<file path="src/rtl/ll_pkg.sv">
// Shared definitions for the line-length feature path and seizure detector:
// default feature width and the detector state encoding.
package ll_pkg;

    localparam int FEAT_WIDTH_DEF = 25;

    typedef enum logic [1:0] {
        ST_WARMUP    = 2'd0,
        ST_IDLE      = 2'd1,
        ST_CANDIDATE = 2'd2,
        ST_SEIZURE   = 2'd3
    } det_state_t;

endpackage

</file>
<file path="src/rtl/ema_baseline.sv">
// Exponential moving average baseline; load seeds it, update applies one EMA step.
// One-cycle latency: the new baseline is visible after the clock edge; no backpressure.
module ema_baseline
    import ll_pkg::*;
#(
    parameter int WIDTH       = FEAT_WIDTH_DEF,
    parameter int ALPHA_SHIFT = 4
) (
    input  logic             clk,
    input  logic             rst,
    input  logic             load,
    input  logic             update,
    input  logic [WIDTH-1:0] sample,
    output logic [WIDTH-1:0] baseline
);

    logic signed [WIDTH:0] diff;
    logic signed [WIDTH:0] step;
    logic [WIDTH-1:0]      ema_next;

    // Difference carries a sign bit so the arithmetic shift floors toward -inf.
    assign diff     = $signed({1'b0, sample}) - $signed({1'b0, baseline});
    assign step     = diff >>> ALPHA_SHIFT;
    assign ema_next = baseline + step[WIDTH-1:0];

    always_ff @(posedge clk) begin
        if (rst) begin
            baseline <= '0;
        end else if (load) begin
            baseline <= sample;
        end else if (update) begin
            baseline <= ema_next;
        end
    end

endmodule

</file>
<file path="src/rtl/seizure_detect.sv">
// Threshold-and-persistence seizure detector on a line-length feature stream.
// All outputs registered (one cycle after the deciding sample); en low freezes every register.
module seizure_detect
    import ll_pkg::*;
#(
    parameter int FEAT_WIDTH  = FEAT_WIDTH_DEF,
    parameter int WARMUP_LEN  = 16,
    parameter int ALPHA_SHIFT = 4,
    parameter int THR_SHIFT   = 1,
    parameter int ONSET_CNT   = 4,
    parameter int OFFSET_CNT  = 8
) (
    input  logic                         clk,
    input  logic                         rst,
    input  logic                         en,
    input  logic signed [FEAT_WIDTH-1:0] feat_in,
    input  logic                         feat_valid,
    output logic                         seizure,
    output logic                         onset_pulse,
    output logic                         offset_pulse,
    output logic [FEAT_WIDTH-1:0]        baseline,
    output logic [1:0]                   state
);

    localparam int TW     = FEAT_WIDTH + THR_SHIFT;
    localparam int CNTMAX = (ONSET_CNT > OFFSET_CNT) ? ONSET_CNT : OFFSET_CNT;
    localparam int CW     = $clog2(CNTMAX + 1);
    localparam int WW     = $clog2(WARMUP_LEN + 1);

    det_state_t          st, st_n;
    logic [CW-1:0]       cnt, cnt_n;
    logic [WW-1:0]       wcnt, wcnt_n;
    logic                onset_n, offset_n;
    logic                ema_load, ema_update;
    logic                take;
    logic [FEAT_WIDTH-1:0] feat;
    logic [TW-1:0]       thr;
    logic                above;

    assign take  = en & feat_valid;
    assign feat  = feat_in[FEAT_WIDTH-1] ? '0 : feat_in;
    assign thr   = TW'(baseline) << THR_SHIFT;
    assign above = TW'(feat) > thr;
    assign state = st;

    ema_baseline #(
        .WIDTH       (FEAT_WIDTH),
        .ALPHA_SHIFT (ALPHA_SHIFT)
    ) u_ema (
        .clk      (clk),
        .rst      (rst),
        .load     (ema_load),
        .update   (ema_update),
        .sample   (feat),
        .baseline (baseline)
    );

    always_comb begin
        st_n       = st;
        cnt_n      = cnt;
        wcnt_n     = wcnt;
        onset_n    = 1'b0;
        offset_n   = 1'b0;
        ema_load   = 1'b0;
        ema_update = 1'b0;
        if (take) begin
            case (st)
                ST_WARMUP: begin
                    ema_load   = (wcnt == '0);
                    ema_update = (wcnt != '0);
                    wcnt_n     = wcnt + WW'(1);
                    if (wcnt == WW'(WARMUP_LEN - 1)) st_n = ST_IDLE;
                end
                ST_IDLE: begin
                    ema_update = 1'b1;
                    if (above) begin
                        st_n  = ST_CANDIDATE;
                        cnt_n = CW'(1);
                    end
                end
                ST_CANDIDATE: begin
                    if (!above) begin
                        st_n  = ST_IDLE;
                        cnt_n = '0;
                    end else if (cnt == CW'(ONSET_CNT - 1)) begin
                        st_n    = ST_SEIZURE;
                        cnt_n   = '0;
                        onset_n = 1'b1;
                    end else begin
                        cnt_n = cnt + CW'(1);
                    end
                end
                ST_SEIZURE: begin
                    // Any above sample restarts the quiet-run count.
                    if (above) begin
                        cnt_n = '0;
                    end else if (cnt == CW'(OFFSET_CNT - 1)) begin
                        st_n     = ST_IDLE;
                        cnt_n    = '0;
                        offset_n = 1'b1;
                    end else begin
                        cnt_n = cnt + CW'(1);
                    end
                end
                default: st_n = ST_WARMUP;
            endcase
        end
    end

    always_ff @(posedge clk) begin
        if (rst) begin
            st           <= ST_WARMUP;
            cnt          <= '0;
            wcnt         <= '0;
            seizure      <= 1'b0;
            onset_pulse  <= 1'b0;
            offset_pulse <= 1'b0;
        end else begin
            st           <= st_n;
            cnt          <= cnt_n;
            wcnt         <= wcnt_n;
            seizure      <= (st_n == ST_SEIZURE);
            onset_pulse  <= onset_n;
            offset_pulse <= offset_n;
        end
    end

endmodule
</file>
<file path="config.mk">
export PLATFORM = sky130hd
export DESIGN_NAME = seizure_detect
export DESIGN_NICKNAME = d
export VERILOG_FILES = /design/src/rtl/ll_pkg.sv /design/src/rtl/ema_baseline.sv /design/src/rtl/seizure_detect.sv
export SDC_FILE = /design/constraint.sdc
export NUM_CORES = 1
export LEC_CHECK = 0
export CAP_MARGIN = 20
export CORE_MARGIN = 2
export CORE_UTILIZATION = 55
export DETAILED_ROUTE_END_ITERATION = 12
export PLACE_DENSITY = 0.89
export SYNTH_ARGS = -nofsm -noshare
export SYNTH_HDL_FRONTEND = slang
export SYNTH_HIERARCHICAL = 1
export SYNTH_SLANG_ARGS = --single-unit
</file>
<file path="constraint.sdc">
create_clock -name clk -period 6.95 [get_ports clk]
set_input_delay 1.39 -clock clk [delete_from_list [all_inputs] [get_ports clk]]
set_output_delay 1.39 -clock clk [all_outputs]
set_load 0.03 [all_outputs]
</file>
After elaboration in Yosys (flattened, before gate mapping)
Index checks and enable logic that the tools add are counted.
{"block": "totals", "regBits": 39, "memories": 0, "latchBits": 0, "mem_bits_ro": 0, "mem_bits_rw": 0, "out_inout_bits": 30, "in_bits": 29}
{"block": "op_classes", "n_mux": 23, "n_mul": 0, "n_shift": 0, "n_eq_ne": 8, "bitwise": 5, "addsub": 4, "n_lt_le_gt_ge": 1, "n_reduce_logical": 9, "div": 0}
{"op": "25-bit two-way mux", "n": 2}
{"op": "24-bit by 26-bit greater-than comparator with 1-bit output", "n": 1}
{"op": "24-bit by 25-bit subtractor with 26-bit output", "n": 1}
{"op": "25-bit adder", "n": 1}
{"op": "24-bit two-way mux", "n": 1}
{"op": "4-bit two-way mux", "n": 5}
{"op": "2-bit two-way mux", "n": 7}
{"op": "4-bit one-hot mux with 3 select lines", "n": 1}
{"op": "2-bit one-hot mux with 4 select lines", "n": 1}
{"op": "4-bit OR reduction", "n": 2}
{"op": "2-bit == test, second input constant", "n": 3}
{"op": "5-bit by 1-bit adder with 5-bit output, second input constant", "n": 1}
{"op": "5-bit by 4-bit == test with 1-bit output, second input constant", "n": 1}
{"op": "5-bit logical NOT", "n": 1}
{"op": "1-bit two-way mux", "n": 5}
{"op": "5-bit nonzero test", "n": 1}
{"op": "4-bit by 1-bit adder with 4-bit output, second input constant", "n": 1}
{"op": "4-bit by 2-bit == test with 1-bit output, second input constant", "n": 1}
{"op": "4-bit by 3-bit == test with 1-bit output, second input constant", "n": 1}
{"op": "1-bit inverter", "n": 4}
{"op": "3-bit AND reduction", "n": 1}
{"op": "3-bit nonzero test", "n": 1}
{"op": "2-bit by 1-bit == test with 1-bit output, second input constant", "n": 1}
{"op": "2-bit logical NOT", "n": 1}
{"op": "other kinds (5)", "n": 5}

Longest topological paths before layout
{"block": "logic_depth", "ltp_word": 6, "depth_mapped": 22, "ltp_nobuf": 21}

Cells and area by module
Netlist, hierarchy kept.
{"mod": "ema_baseline", "cells_per_inst": 443, "instances": 1, "area_each_um2": 3372.0}
{"mod": "seizure_detect", "cells_per_inst": 198, "instances": 1, "area_each_um2": 1536.5}

Worst setup path before layout
OpenSTA, ideal clock, no wires.
{"block": "synth_path", "kind": "input port to flip-flop", "startpoint": "in feat_in[24]", "endpoint": "reg u_ema.baseline[24]", "arrival_ns": 5.235, "required_time_ns": 6.830, "cell_stages": 21, "slack_ns": 1.595, "path_buffers": 1, "path_cell_list": "clkbuf_1 > nor2b_1 > ha_1 > a21oi_2 > nor2b_1 > o21a_1 > o41a_1 > a311o_1 > a21oi_2 > nor2b_1 > o21ai_1 > a21oi_1 > ha_1 > a21o_1 > a2111oi_2 > o211ai_2 > o21ai_2 > xnor2_1 > nor4_1 > a311oi_1 > nand2_1"}
{"block": "synth_between", "elab_chain_len": 5}
{"item": "from (decl)", "line_no": "seizure_detect.sv:16", "text": "input logic signed [FEAT_WIDTH-1:0] feat_in,"}
{"item": "24-bit two-way mux", "line_no": "seizure_detect.sv:41", "text": "assign feat = feat_in[FEAT_WIDTH-1] ? '0 : feat_in;"}
{"item": "via feat[12]", "line_no": "seizure_detect.sv:36", "text": "logic [FEAT_WIDTH-1:0] feat;"}
{"item": "24-bit by 25-bit subtractor with 26-bit output", "line_no": "ema_baseline.sv:22", "text": "assign diff = $signed({1'b0, sample}) - $signed({1'b0, baseline});"}
{"item": "25-bit adder", "line_no": "ema_baseline.sv:24", "text": "assign ema_next = baseline + step[WIDTH-1:0];"}
{"item": "25-bit two-way mux", "line_no": "ema_baseline.sv:31", "text": "end else if (update) begin"}
{"item": "25-bit two-way mux", "line_no": "ema_baseline.sv:29", "text": "end else if (load) begin"}
{"item": "to (signal assigned)", "line_no": "ema_baseline.sv:30", "text": "baseline <= sample;"}
{"item": "to (signal assigned)", "line_no": "ema_baseline.sv:32", "text": "baseline <= ema_next;"}
{"item": "to (decl)", "line_no": "ema_baseline.sv:14", "text": "output logic [WIDTH-1:0] baseline"}
The timed path passes the listed nets, and every way through them passes these cells. The select of a mux whose other input is x is not followed.
A chain may end at the register's enable or synchronous reset.

Worst setup path in the final report
Ends and elaborated chain as after synthesis.

==> impl_summary.md <==
Worst hold path
The type of the tightest min-delay check is register to register.

Cells and area
The library cells used most frequently in the layout, excluding fill and tap cells, are sky130_fd_sc_hd__ha_1, sky130_fd_sc_hd__inv_1, sky130_fd_sc_hd__a21oi_1, sky130_fd_sc_hd__clkdlybuf4s50_1, sky130_fd_sc_hd__nor2_1. After filler insertion, the fill cell instance count of the layout stands at 727. The number of antenna diodes in the final layout is 0. The library cell used most frequently in the layout, excluding fill and tap cells, is sky130_fd_sc_hd__ha_1. Cells with a size suffix above 1 make up 6.81% of the layout.

The net count of the finished layout is 798. The post-synthesis to final-layout area growth is 15.3%. Summing all non-filler instances in the final layout gives an area of 5660 um2. The sequential cell area is 781 um2. The area used by multi-input combinational logic is 3770 um2.

Clock tree
TritonCTS built the clock tree. The clock net in this run drives a total of 39 sinks. For this design, the CTS-stage hold fixing added 0 buffers.

The root buffer cell chosen for the clock tree is sky130_fd_sc_hd__clkbuf_8. The post-CTS setup buffer count is 0. The number of instances resized during post-cts repair is 0. Clock tree synthesis inserted a total of 5 buffers. The CTS clock-pin slew for the worst setup and hold paths is 0.09 ns. The longest clock path from root to sink contains 2 buffers. The clock latency reported for the late side of the worst-skew pair is 0.31 ns. The level count of the clock H-tree is 2.

Yosys
After synthesis the cells add up to 4910 um2. Yosys mapped a number of flops with a built-in enable equal to 0. The per-instance average area after synthesis is 7.66 um2. The post-synthesis sequential area ratio is 15.9%. The synthesized netlist cell count is 641.

Counting distinct cell types in the post-synthesis netlist gives 71. The flip-flop cell with the highest count after synthesis is sky130_fd_sc_hd__dfxtp_1. Of all flip-flops after synthesis, the portion carrying an async set or reset was 0%. The Yosys step of the flow raised 6 warnings. The number of synthesized register bits is 39. In the post-synthesis netlist, the biggest area contributors are sky130_fd_sc_hd__ha_1, sky130_fd_sc_hd__dfxtp_1, sky130_fd_sc_hd__a21oi_1.

The cell type with the largest total area after synthesis is sky130_fd_sc_hd__ha_1. The top-area cell type share of the netlist area is 20.1%.

Power
The net switching power is 617 uW. The internal power of the cells is 647 uW. The combinational share of power is 65.2%.

The reported leakage power is 2.24 nW. The switching portion of total power is 48.8%. The portion of total power attributed to the clock network is 13.7%. The power density over the cells is 223 nW/um2. The maximum ir drop on the vdd rail is 0.106 mV.

The sequential cell fraction of total power is 21.2%.

Placed design
The count of input and output buffers is 58. Once detailed placement completed, the half-perimeter wirelength came to 10.7 mm. The post-place instance area is 5570 um2.

The congestion estimate from routability-driven global placement came to 0.978. The setup slack at placement is 0.180 ns.

Worst setup path
At the worst endpoint, the required time is 7.15 ns. STA classifies the critical path endpoint as a register. The peak per-stage delay on the critical path is 0.85 ns. On the critical path, the stage with the largest delay is an instance of sky130_fd_sc_hd__clkdlybuf4s50_1. The highest fanout seen on the critical path is 18. STA classifies the critical path startpoint as an input pin.

The setup path with the least slack is of type input pin to register. The most numerous cell on the critical path is sky130_fd_sc_hd__nor2b_1. Walking the worst path, the cells encountered are clkdlybuf4s50_1, nor2b_1, ha_1, a21oi_2, nor2b_1, o21a_1, o41a_1, a311o_1, a21oi_2, nor2b_1, o21ai_1, a21oi_1, ha_1, a21o_1, a2111oi_2, o211ai_2, o21ai_2, xnor2_1, nor4_1, a311oi_1, nand2_1. The arrival time at the worst endpoint is 6.75 ns. Across all register-to-register paths, the minimum setup slack is 2.23 ns.

Global routing
The overflow left after global routing is 0. The number of global-route vias before repair was 4982. The first global-routing pass estimated 23.2 mm of wire. The initial antenna violation count is 0.

Across every metal layer, demand over resource in global routing totals 29.0%. Entering global routing, the biggest net connects 38 pins.

STA
Setup repair after global routing left no endpoint under its margin. The worst pin sits at a relative slew slack of 35.6%. After layout, the worst path uses 94.2% of the clock period. The number of endpoints with negative hold slack in the final report is 0. The worst path in the final design needs a cycle of 6.55 ns, including I/O delays and setup. The slew at the pin closest to its max-slew limit is 0.967 ns.

Derived from the worst setup path, the maximum achievable clock frequency is 153 MHz. Setup violations remaining at the end of the flow were counted as 0. In the final timing run, aggregate negative setup slack is 0 ns. Across all setup checks in the final design, the least slack found is 0.405 ns. On the final layout, the worst clock skew is 0.00565 ns. The number of max-slew violations in the final report was 0.

Floorplanning
The number of placement rows is 34. The I/O pin count is 59. The area of the die is 9700 um2. The core region area is 8680 um2. The die span in x is 98.5 um. The initial core utilization is 56.6%. The die is 98.5 um tall.

Drt
After detailed routing, the number of remaining DRC violations is 0. The detailed router finished its first iteration with 379 violations. The detail-routed via count per cell is 6.26.

The vias after detailed routing is 4997. The detailed-route wire length is 14.2 mm. The pre-antenna-repair detailed-routing pass consisted of 5 iterations.

The count of nets left with antenna violations once routing finished came out at 0. The final routed wire length divided by cell count is 17.8 um.

Run
The max capacitance violation total is 0.

Run status
The flow ran to the end, and the final reports show no timing, DRC or antenna violations.
==> critical path: cells and delay by family <==
family	cells	cell delay [ns]
xor gates and xnor gates	1	0.21
buffers and inverters	1	0.85
adders and majority gates	2	0.67
AOI/OAI and AO/OA	12	2.89
and+or+nand+nor	5	0.74
==> registers in the layout, indices dropped and copies added, names as in the netlist <==
register,flops
cnt,4
onset_pulse,1
seizure,1
u_ema/baseline,25
offset_pulse,1
wcnt,5
state,2
==> final timing paths <==
| kind | startpoint | endpoint | cells after the start |
|---|---|---|---|
| worst min register to register | cnt[1] | cnt[1] | 2 |
| worst max-delay path | feat_in[24] | u_ema/baseline[24] | 21 |
| worst max register to register | u_ema/baseline[12] | u_ema/baseline[24] | 20 |
| worst min-delay path | cnt[1] | cnt[1] | 2 |
==> metal layers <==
layer | track usage (%) | part of all wire (%)
met1 | 35.9 | 41
met2 | 49.9 | 47
met3 | 3.26 | 7.6
met4 | 14.6 | 4.0
met5 | 0 | 0
==> cell usage after synthesis (8+ instances only) <==
cell type and instances:
sky130_fd_sc_hd__a21oi_1 62, sky130_fd_sc_hd__o21ai_0 20, sky130_fd_sc_hd__a221oi_1 8, sky130_fd_sc_hd__nor2_1 47, sky130_fd_sc_hd__a21o_1 11, sky130_fd_sc_hd__clkbuf_1 16, sky130_fd_sc_hd__nand3_1 9, sky130_fd_sc_hd__nor2b_1 31
sky130_fd_sc_hd__nand4_1 16, sky130_fd_sc_hd__o21ai_1 11, sky130_fd_sc_hd__nor3_1 15, sky130_fd_sc_hd__nand2_1 40, sky130_fd_sc_hd__xnor2_1 29, sky130_fd_sc_hd__xor2_1 15, sky130_fd_sc_hd__inv_1 73, sky130_fd_sc_hd__a211oi_1 8
sky130_fd_sc_hd__ha_1 79, sky130_fd_sc_hd__dfxtp_1 39
==> stage by stage <==
step	cells	utilization [%]	total power, mW	hold WS (ns)
5_1_grt	798	65.2	1.35	0.501
4_1_cts	798	65.2	1.24	0.483
6_report	798	65.2	1.26	0.486
3_5_place_dp	790	64.1	1.06	0.470
2_1_floorplan	642	-	0.876	0.449
3_3_place_gp	790	64.1	1.04	0.460
==> kinds of logic (layout without fill, tap and decap cells) <==
| group | count (synthesis) | after routing | share of synthesized area, % |
|---|---|---|---|
| buffers and inverters | 95 | 143 | 7.55 |
| multiplexers | 9 | 9 | 1.94 |
| XOR/XNOR | 44 | 44 | 7.85 |
| flip-flops | 39 | 39 | 15.9 |
| AO/OA/AOI/OAI | 180 | 180 | 25.6 |
| adder cells (fa/ha/maj) | 80 | 80 | 20.5 |
| AND/OR/NAND/NOR | 193 | 193 | 20.6 |
| other | 1 | 2 | 0.0764 |
==> power groups by stage <==
stage | Clock [mW] | Sequential, mW | Combinational, mW
floorplan | 0 | 0.292 | 0.584
finish | 0.173 | 0.268 | 0.824
detailed placement | 0 | 0.272 | 0.793
global route | 0.183 | 0.270 | 0.895
CTS | 0.173 | 0.267 | 0.801
global placement | 0 | 0.271 | 0.767
==> layout make-up <==
| type | count | share of cell area (%) |
|---|---|---|
| Sequential cell | 39 | 13.8 |
| Timing Repair Buffer | 62 | 10.8 |
| Clock buffer | 5 | 1.22 |
| Inverter | 73 | 4.84 |
| Tap cell | 108 | 2.39 |
| Multi-Input combinational cell | 508 | 66.5 |
| Clock inverter | 3 | 0.442 |
Note: power is estimated with default switching activity, not from simulation.
